[src/rtl/instr_fetch.sv]
// ---------------------------------------------------------------------------
// instr_fetch
//   Fetch stage of the 16-bit RISC core. Owns the program counter, fetches
//   one 16-bit instruction per step over a req/ack handshake, holds it in the
//   instruction register (IR) and presents its fields to decode/control.
//   The decoder's jump/jeq/jr selects are consumed in EXEC to form the next PC.
//
// Ports
//   clk, rst        : clock, synchronous active-high reset
//   imem_req        : fetch request, held until imem_ack
//   imem_addr       : fetch word address (always equals pc)
//   imem_ack        : memory acknowledge, imem_rdata valid in the same cycle
//   imem_rdata      : fetched instruction word
//   jump, jeq, jr   : decoder next-PC selects (priority jr > jump > jeq)
//   eq_flag         : equality flag from the last CMP, used by jeq
//   jr_target       : register value used by jr
//   exec_stall      : downstream busy, holds the block in EXEC
//   pc              : current program counter
//   instr           : instruction register
//   opcode,rd,rs,rt : IR[15:12], IR[11:8], IR[7:4], IR[3:0]
//   instr_valid     : high while in EXEC (IR architecturally live)
// ---------------------------------------------------------------------------
module instr_fetch #(
    parameter logic [15:0] RESET_VECTOR = 16'h0000
) (
    input  logic        clk,
    input  logic        rst,
    output logic        imem_req,
    output logic [15:0] imem_addr,
    input  logic        imem_ack,
    input  logic [15:0] imem_rdata,
    input  logic        jump,
    input  logic        jeq,
    input  logic        jr,
    input  logic        eq_flag,
    input  logic [15:0] jr_target,
    input  logic        exec_stall,
    output logic [15:0] pc,
    output logic [15:0] instr,
    output logic [3:0]  opcode,
    output logic [3:0]  rd,
    output logic [3:0]  rs,
    output logic [3:0]  rt,
    output logic        instr_valid
);

    typedef enum logic [1:0] {
        ST_IDLE  = 2'd0,
        ST_FETCH = 2'd1,
        ST_EXEC  = 2'd2
    } state_t;

    state_t      state_q, state_d;
    logic [15:0] pc_q, pc_d;
    logic [15:0] ir_q, ir_d;

    // Sign-extend the 12-bit branch displacement held in IR[11:0].
    function automatic logic signed [15:0] sext12(input logic [11:0] v);
        logic signed [15:0] ext;
        ext = {{4{v[11]}}, v};
        return ext;
    endfunction

    // Next-PC selection. Priority is fixed even for illegal multi-select
    // combinations; all adds wrap modulo 2^16.
    function automatic logic [15:0] calc_next_pc(
        input logic [15:0] cur_pc,
        input logic [15:0] ir,
        input logic        sel_jump,
        input logic        sel_jeq,
        input logic        sel_jr,
        input logic        eq,
        input logic [15:0] target
    );
        logic        [15:0] pc_plus1;
        logic signed [15:0] disp;
        logic        [15:0] result;
        pc_plus1 = cur_pc + 16'd1;
        disp     = sext12(ir[11:0]);
        if (sel_jr) begin
            result = target;
        end else if (sel_jump) begin
            // Absolute jump stays within the 4K page of the following word.
            result = {pc_plus1[15:12], ir[11:0]};
        end else if (sel_jeq && eq) begin
            result = pc_plus1 + $unsigned(disp);
        end else begin
            result = pc_plus1;
        end
        return result;
    endfunction

    always_comb begin
        state_d = state_q;
        pc_d    = pc_q;
        ir_d    = ir_q;
        case (state_q)
            ST_IDLE: begin
                state_d = ST_FETCH;
            end
            ST_FETCH: begin
                // Ack only matters here; a stray ack elsewhere never loads IR.
                if (imem_ack) begin
                    ir_d    = imem_rdata;
                    state_d = ST_EXEC;
                end
            end
            ST_EXEC: begin
                if (!exec_stall) begin
                    pc_d    = calc_next_pc(pc_q, ir_q, jump, jeq, jr,
                                           eq_flag, jr_target);
                    state_d = ST_FETCH;
                end
            end
            default: begin
                state_d = ST_IDLE;
            end
        endcase
    end

    always_ff @(posedge clk) begin
        if (rst) begin
            state_q <= ST_IDLE;
            pc_q    <= RESET_VECTOR;
            ir_q    <= 16'h0000;
        end else begin
            state_q <= state_d;
            pc_q    <= pc_d;
            ir_q    <= ir_d;
        end
    end

    // Every output is a flop or a decode of the state register only.
    assign imem_req    = (state_q == ST_FETCH);
    assign instr_valid = (state_q == ST_EXEC);
    assign imem_addr   = pc_q;
    assign pc          = pc_q;
    assign instr       = ir_q;
    assign opcode      = ir_q[15:12];
    assign rd          = ir_q[11:8];
    assign rs          = ir_q[7:4];
    assign rt          = ir_q[3:0];

endmodule
[config.mk]
export PLATFORM = sky130hd
export DESIGN_NAME = instr_fetch
export DESIGN_NICKNAME = d
export VERILOG_FILES = /design/src/rtl/instr_fetch.sv
export SDC_FILE = /design/constraint.sdc
export NUM_CORES = 1
export LEC_CHECK = 0
export ABC_CLOCK_PERIOD_IN_PS = 3150
export CORE_MARGIN = 5
export CORE_UTILIZATION = 25
export DETAILED_ROUTE_END_ITERATION = 8
export GPL_ROUTABILITY_DRIVEN = 0
export PLACE_DENSITY_LB_ADDON = 0.05
export RECOVER_POWER = 50
export SYNTH_ARGS = -nofsm -noshare
export SYNTH_HDL_FRONTEND = slang
export SYNTH_SLANG_ARGS = --single-unit
export TNS_END_PERCENT = 5
[constraint.sdc]
create_clock -name clk -period 3.15 [get_ports clk]
set_input_delay 0.4725 -clock clk [delete_from_list [all_inputs] [get_ports clk]]
set_output_delay 0.4725 -clock clk [all_outputs]
set_load 0.03 [all_outputs]
## Word-level counts from Yosys, hierarchy flattened

Cells that the tools add are included.

- $add $sub $neg: 2
- Eq/ne operators: 4
- Multiplexer cells: 6
- Bitwise gates (word level): 1
- Reductions and logical operators: 5

Operators with widths:

| kind | number |
|---|---|
| 16-bit two-way mux | 3 |
| 16-bit by 1-bit adder with 16-bit output (second input constant) | 1 |
| 16-bit adder | 1 |
| 2-bit one-hot mux with 3 select lines | 1 |
| 2-bit AND reduction | 3 |
| 2-bit two-way mux | 2 |
| 2-bit by 1-bit equality test with 1-bit output (second input constant) | 1 |
| 2-bit equality test (second input constant) | 1 |
| 2-bit logical NOT | 1 |
| 2-bit by 1-bit != test with 1-bit output (second input constant) | 1 |
| 2-bit != test (second input constant) | 1 |
| 1-bit logical AND | 1 |
| 1-bit NOT | 1 |

- Register bits: 34
- Input port bits: 40
- Output and inout bits: 66
- Logic and storage cells: 21

## Longest topological paths before layout

- Depth in word-level cells: 5
- Gate-level depth with buffers: 13
- Mapped depth without buffers: 13

## Worst setup path before layout

Ideal clock, no wire load.

- Kind: register -> register
- Start: reg pc_q[0] (netlist: imem_addr[0])
- End: reg pc_q[15] (netlist: imem_addr[15])
- Setup time: 84 ps
- Data arrival time: 3143 ps
- Required time: 3066 ps
- Setup slack: -77 ps
- Stages on the path, launching flop included: 14
- Path buffers: 0
- Period minus slack after synthesis: 3227 ps
- Path through: dfxtp_1 > ha_1 > nand3_1 > nor2_1 > nand2_1 > xnor2_1 > ha_1 > a21oi_2 > o21ai_1 > or3_1 > o21a_1 > or3_1 > and4_4 > o31ai_2

- Word-level cells in the longest chain between the ends: 5

RTL lines:

| what | RTL line | text |
|---|---|---|
| start, declared | 54 | `logic [15:0] pc_q, pc_d;` |
| start signal, assigned | 128 | `pc_q <= pc_d;` |
| 16-bit by 1-bit adder with 16-bit output * | 78 | `pc_plus1 = cur_pc + 16'd1;` |
| 16-bit adder | 86 | `result = pc_plus1 + $unsigned(disp);` |
| 16-bit two-way mux | 85 | `end else if (sel_jeq && eq) begin` |
| 16-bit two-way mux * | 82 | `end else if (sel_jump) begin` |
| 16-bit two-way mux * | 80 | `if (sel_jr) begin` |

Every way passes the cells marked *; elsewhere a longest branch is shown, timed or not.
A chain may end at the register's enable or synchronous reset.

## Worst setup path in the final report

- Start: reg pc_q[3] (netlist: imem_addr[3])
- End: reg pc_q[15] (netlist: imem_addr[15])

The elaborated chain is that of the path after synthesis.

==> Flow_metrics.wiki <==
{| class="wikitable"
! Metric !! Value
|-
| Worst min-delay path endpoint || instr[15]
|-
| Net count, final || 532
|-
| Number of placement rows || 39
|-
| Area enclosed by the die boundary || 13700 sq um
|-
| Ratio of cells with drive above 1 in the final layout || 11.7%
|-
| Sum of net half-perimeters after detailed placement || 7820 microns
|-
| Initial standard-cell utilization of the core || 25.3%
|-
| Fin Clk Skew || 3.11 ps
|-
| Total routed wirelength || 9890 microns
|-
| Boundary pin count || 106
|-
| Worst hold start || instr[15]
|-
| Crit-path cells || nand4_1 > or2_4 > nor2_1 > xor2_1 > ha_1 > o21ai_0 > or2b_2 > nor3b_1 > o21a_1 > or3_1 > and4_4 > o31ai_2
|-
| R2R setup slack || 90 ps
|-
| CP peak stage delay || 390 ps
|-
| Vertical extent of the die || 117 microns
|-
| Run status || finished clean
|-
| Metal-1 WL || 5020 microns
|-
| Clock H-tree levels || 2
|-
| Die width || 117 microns
|-
| Post-route standard cell area excluding fillers || 4220 sq um
|-
| Clock transition at path regs || 60 ps
|-
| Static power due to leakage || 1.71 nW
|-
| Syn avg cell area || 7.38 sq um
|-
| Most common cell after layout, fill and taps aside || sky130_fd_sc_hd__clkdlybuf4s50_1
|-
| Diode count || 0
|-
| Arrival time reported for the critical path endpoint || 3260 ps
|-
| Pins Over Slew Limit || 0
|-
| Relative slew slack || 37.6%
|-
| Worst reg2reg path endpoint || imem_addr[15]
|-
| Met3 WL post-DR || 623 microns
|-
| Syn Inst Count || 388
|-
| Non-filler cells in the finished layout || 615
|-
| Antenna Nets Post-Route || 0
|-
| Nature of the critical path startpoint || flop
|-
| Syn Std Cell Area || 2860 sq um
|-
| Initial antenna violation count || 0
|-
| Per-cell via count in the routed design || 4.74
|-
| Yosys cell types || 55
|-
| Detail-routed net length per standard cell || 16.1 microns
|-
| Number of nets produced by synthesis || 449
|-
| Number of warnings issued by yosys || 0
|-
| Worst Max-Slew Pin Slew || 935 ps
|-
| Register area share after synthesis || 23.8%
|-
| Instance count after placement with tap cells included || 605
|-
| Final hold slack || 470 ps
|-
| Final routed DRC violation total || 0
|-
| Clock Latency Late Sink || 280 ps
|-
| P per Cell Area || 345 nW/um^2
|-
| Pin count of the biggest net entering global routing || 24
|-
| Worst-path maximum fanout || 6
|-
| Final cell utilization of the core || 37.2%
|-
| Cell with the largest stage delay on the worst path || sky130_fd_sc_hd__dfxtp_4
|-
| Reg-to-reg critical path startpoint || imem_addr[3]
|-
| Post-route clock period utilization || 97.0%
|-
| FF-to-FF path depth || 12
|-
| Metal2 WL || 4160 microns
|-
| Clock sink total || 34
|-
| Multi-input logic area || 1910 sq um
|-
| TNS Setup || 0 ps
|-
| Overall via count from detail_route || 2918
|-
| Synth async-reset ratio || 0%
|-
| Placement Cell Area || 3930 sq um
|-
| Flip-flop and latch count after synthesis || 34
|-
| Drt first-iter violations || 105
|-
| Layout filler cell count || 1207
|-
| Area growth from synthesis to layout || 47.2%
|-
| First-pass iteration count of the detailed router || 4
|-
| Highest Signal Layer || met4
|-
| GRT overflow || 0
|-
| Critical Path Sink Type || flop
|-
| Final setup vio count || 0
|-
| Max Root-Sink Buffers || 2
|-
| Top_reg_cell synth || sky130_fd_sc_hd__dfxtp_1
|-
| Commonest non-fill, non-tap cells in the layout || sky130_fd_sc_hd__clkdlybuf4s50_1 (72), sky130_fd_sc_hd__nand2_1 (65), sky130_fd_sc_hd__a21oi_1 (39), sky130_fd_sc_hd__dlygate4sd3_1 (33), sky130_fd_sc_hd__dfxtp_1 (30)
|-
| Final period demand of the worst path || 3060 ps
|-
| Via count of the first global-routing pass || 2873
|-
| Unrepaired setup endpoints after global routing || false
|-
| Number of synthesized flops with an enable pin || 0
|-
| Hold WC Path Type || flop to flop
|-
| Combined flip-flop and latch cell area || 693 sq um
|-
| Cell type with the largest total area after synthesis || sky130_fd_sc_hd__dfxtp_1
|-
| TritonCTS clock tree || yes
|-
| Required time of the critical path || 3350 ps
|-
| First-pass GRT wire length || 15600 microns
|-
| Top cells by area in the synthesized netlist || sky130_fd_sc_hd__dfxtp_1 (24%), sky130_fd_sc_hd__ha_1 (8.7%), sky130_fd_sc_hd__nand2_1 (8.5%)
|-
| Max frequency || 327 MHz
|-
| Port buffer count || 105
|-
| Kind of critical path || flop to flop
|-
| VDD IR-drop max || 189 uV
|-
| Hold Crit Depth || 2
|-
| Hold Vio Cnt, Final || 0
|-
| Cell at the root of the clock tree || sky130_fd_sc_hd__clkbuf_16
|-
| Global-route total usage across every layer || 14.7%
|-
| Fraction of synthesized cell area taken by the top area cell type || 23.8%
|-
| Number of buffers added by the clock tree synthesis step || 5
|-
| Number of maximum-capacitance constraint violations || 0
|-
| Area of the placeable core || 11300 sq um
|}
## stage by stage
stage	setup WS (ps)	total power [W]
floorplan	19.6	0.000664
finish	93.6	0.00145
global route	4.80	0.00152
CTS	19.8	0.00148
global placement	88.8	0.000804
detailed placement	16.3	0.000803
## where the power goes
part / switching (W) / internal (W)
Combinational: 0.000175 / 0.000144
Sequential: 0.0000241 / 0.000445
Clock: 0.000211 / 0.000455
## registers in the layout (all words and copies together) (netlist names)
name and flops:
imem_addr 16, instr 16, state_q 2
## logic make-up after synthesis
| kind of cell | share of synthesized area (%) |
|---|---|
| simple gates | 23.5 |
| compound gates | 23.5 |
| buf+inv | 11.8 |
| flops | 23.8 |
| xor+xnor | 7.34 |
| fa+ha+maj | 9.44 |
| mux | 0.699 |
## critical path, delay by kind of cell, from the launching register on
| kind | cells | cell delay (ps) |
|---|---|---|
| simple gates | 7 | 1600 |
| compound gates | 3 | 420 |
| flops | 1 | 390 |
| fa+ha+maj | 1 | 300 |
| xor+xnor | 1 | 270 |
## cells in the mapped netlist, drive strengths merged, types with 3 or more instances
cell type	n
and2	4
nand4	4
buf	34
a31oi	4
inv	7
nor2b	3
o211ai	3
xnor2	15
a221oi	5
a211oi	5
o31ai	4
nand2b	3
o21a	5
o21ai	14
nor3	10
nand2	65
nor3b	3
nor2	31
ha	20
or2	3
or3	4
nand3	11
a21o	6
clkbuf	16
xor2	9
dfxtp	34
and3	3
a21oi	42
## worst max path at each step
stage | start | end | slack (ps) | cells past startpoint
after global placement | imem_addr[1] | imem_addr[15] | 90 | 13
after CTS | imem_addr[1] | imem_addr[15] | 20 | 13
after global routing | imem_addr[0] | imem_addr[15] | 5 | 13
final | imem_addr[3] | imem_addr[15] | 90 | 12
after floorplan | imem_addr[5] | imem_addr[15] | 20 | 13
after detailed placement | imem_addr[1] | imem_addr[15] | 20 | 13
## routing by layer
metal  global-route usage (%)  vias up
met1                     22.0     1328
met3                     3.39        5
met2                     21.3       87
li1                         -     1498
met4                     3.13        0
met5                        0        -
## final cells by class
type,instances,area share [%]
clock buffer,5,2.97
clock inverter,3,1.63
inverter,8,0.712
multi-input combinational,296,45.4
sequential,34,16.4
tap,143,4.24
timing repair buffer,126,28.6
## timing repair
item / in CTS / in global routing
buffers inserted: 0 / 2
resized for setup: 1 / 17
endpoints found under the setup margin: 1 / 4
pin swaps: 0 / 5
cloned: 0 / 0
hold buffers: 0 / 0
Note: power is estimated with default switching activity, not from simulation.
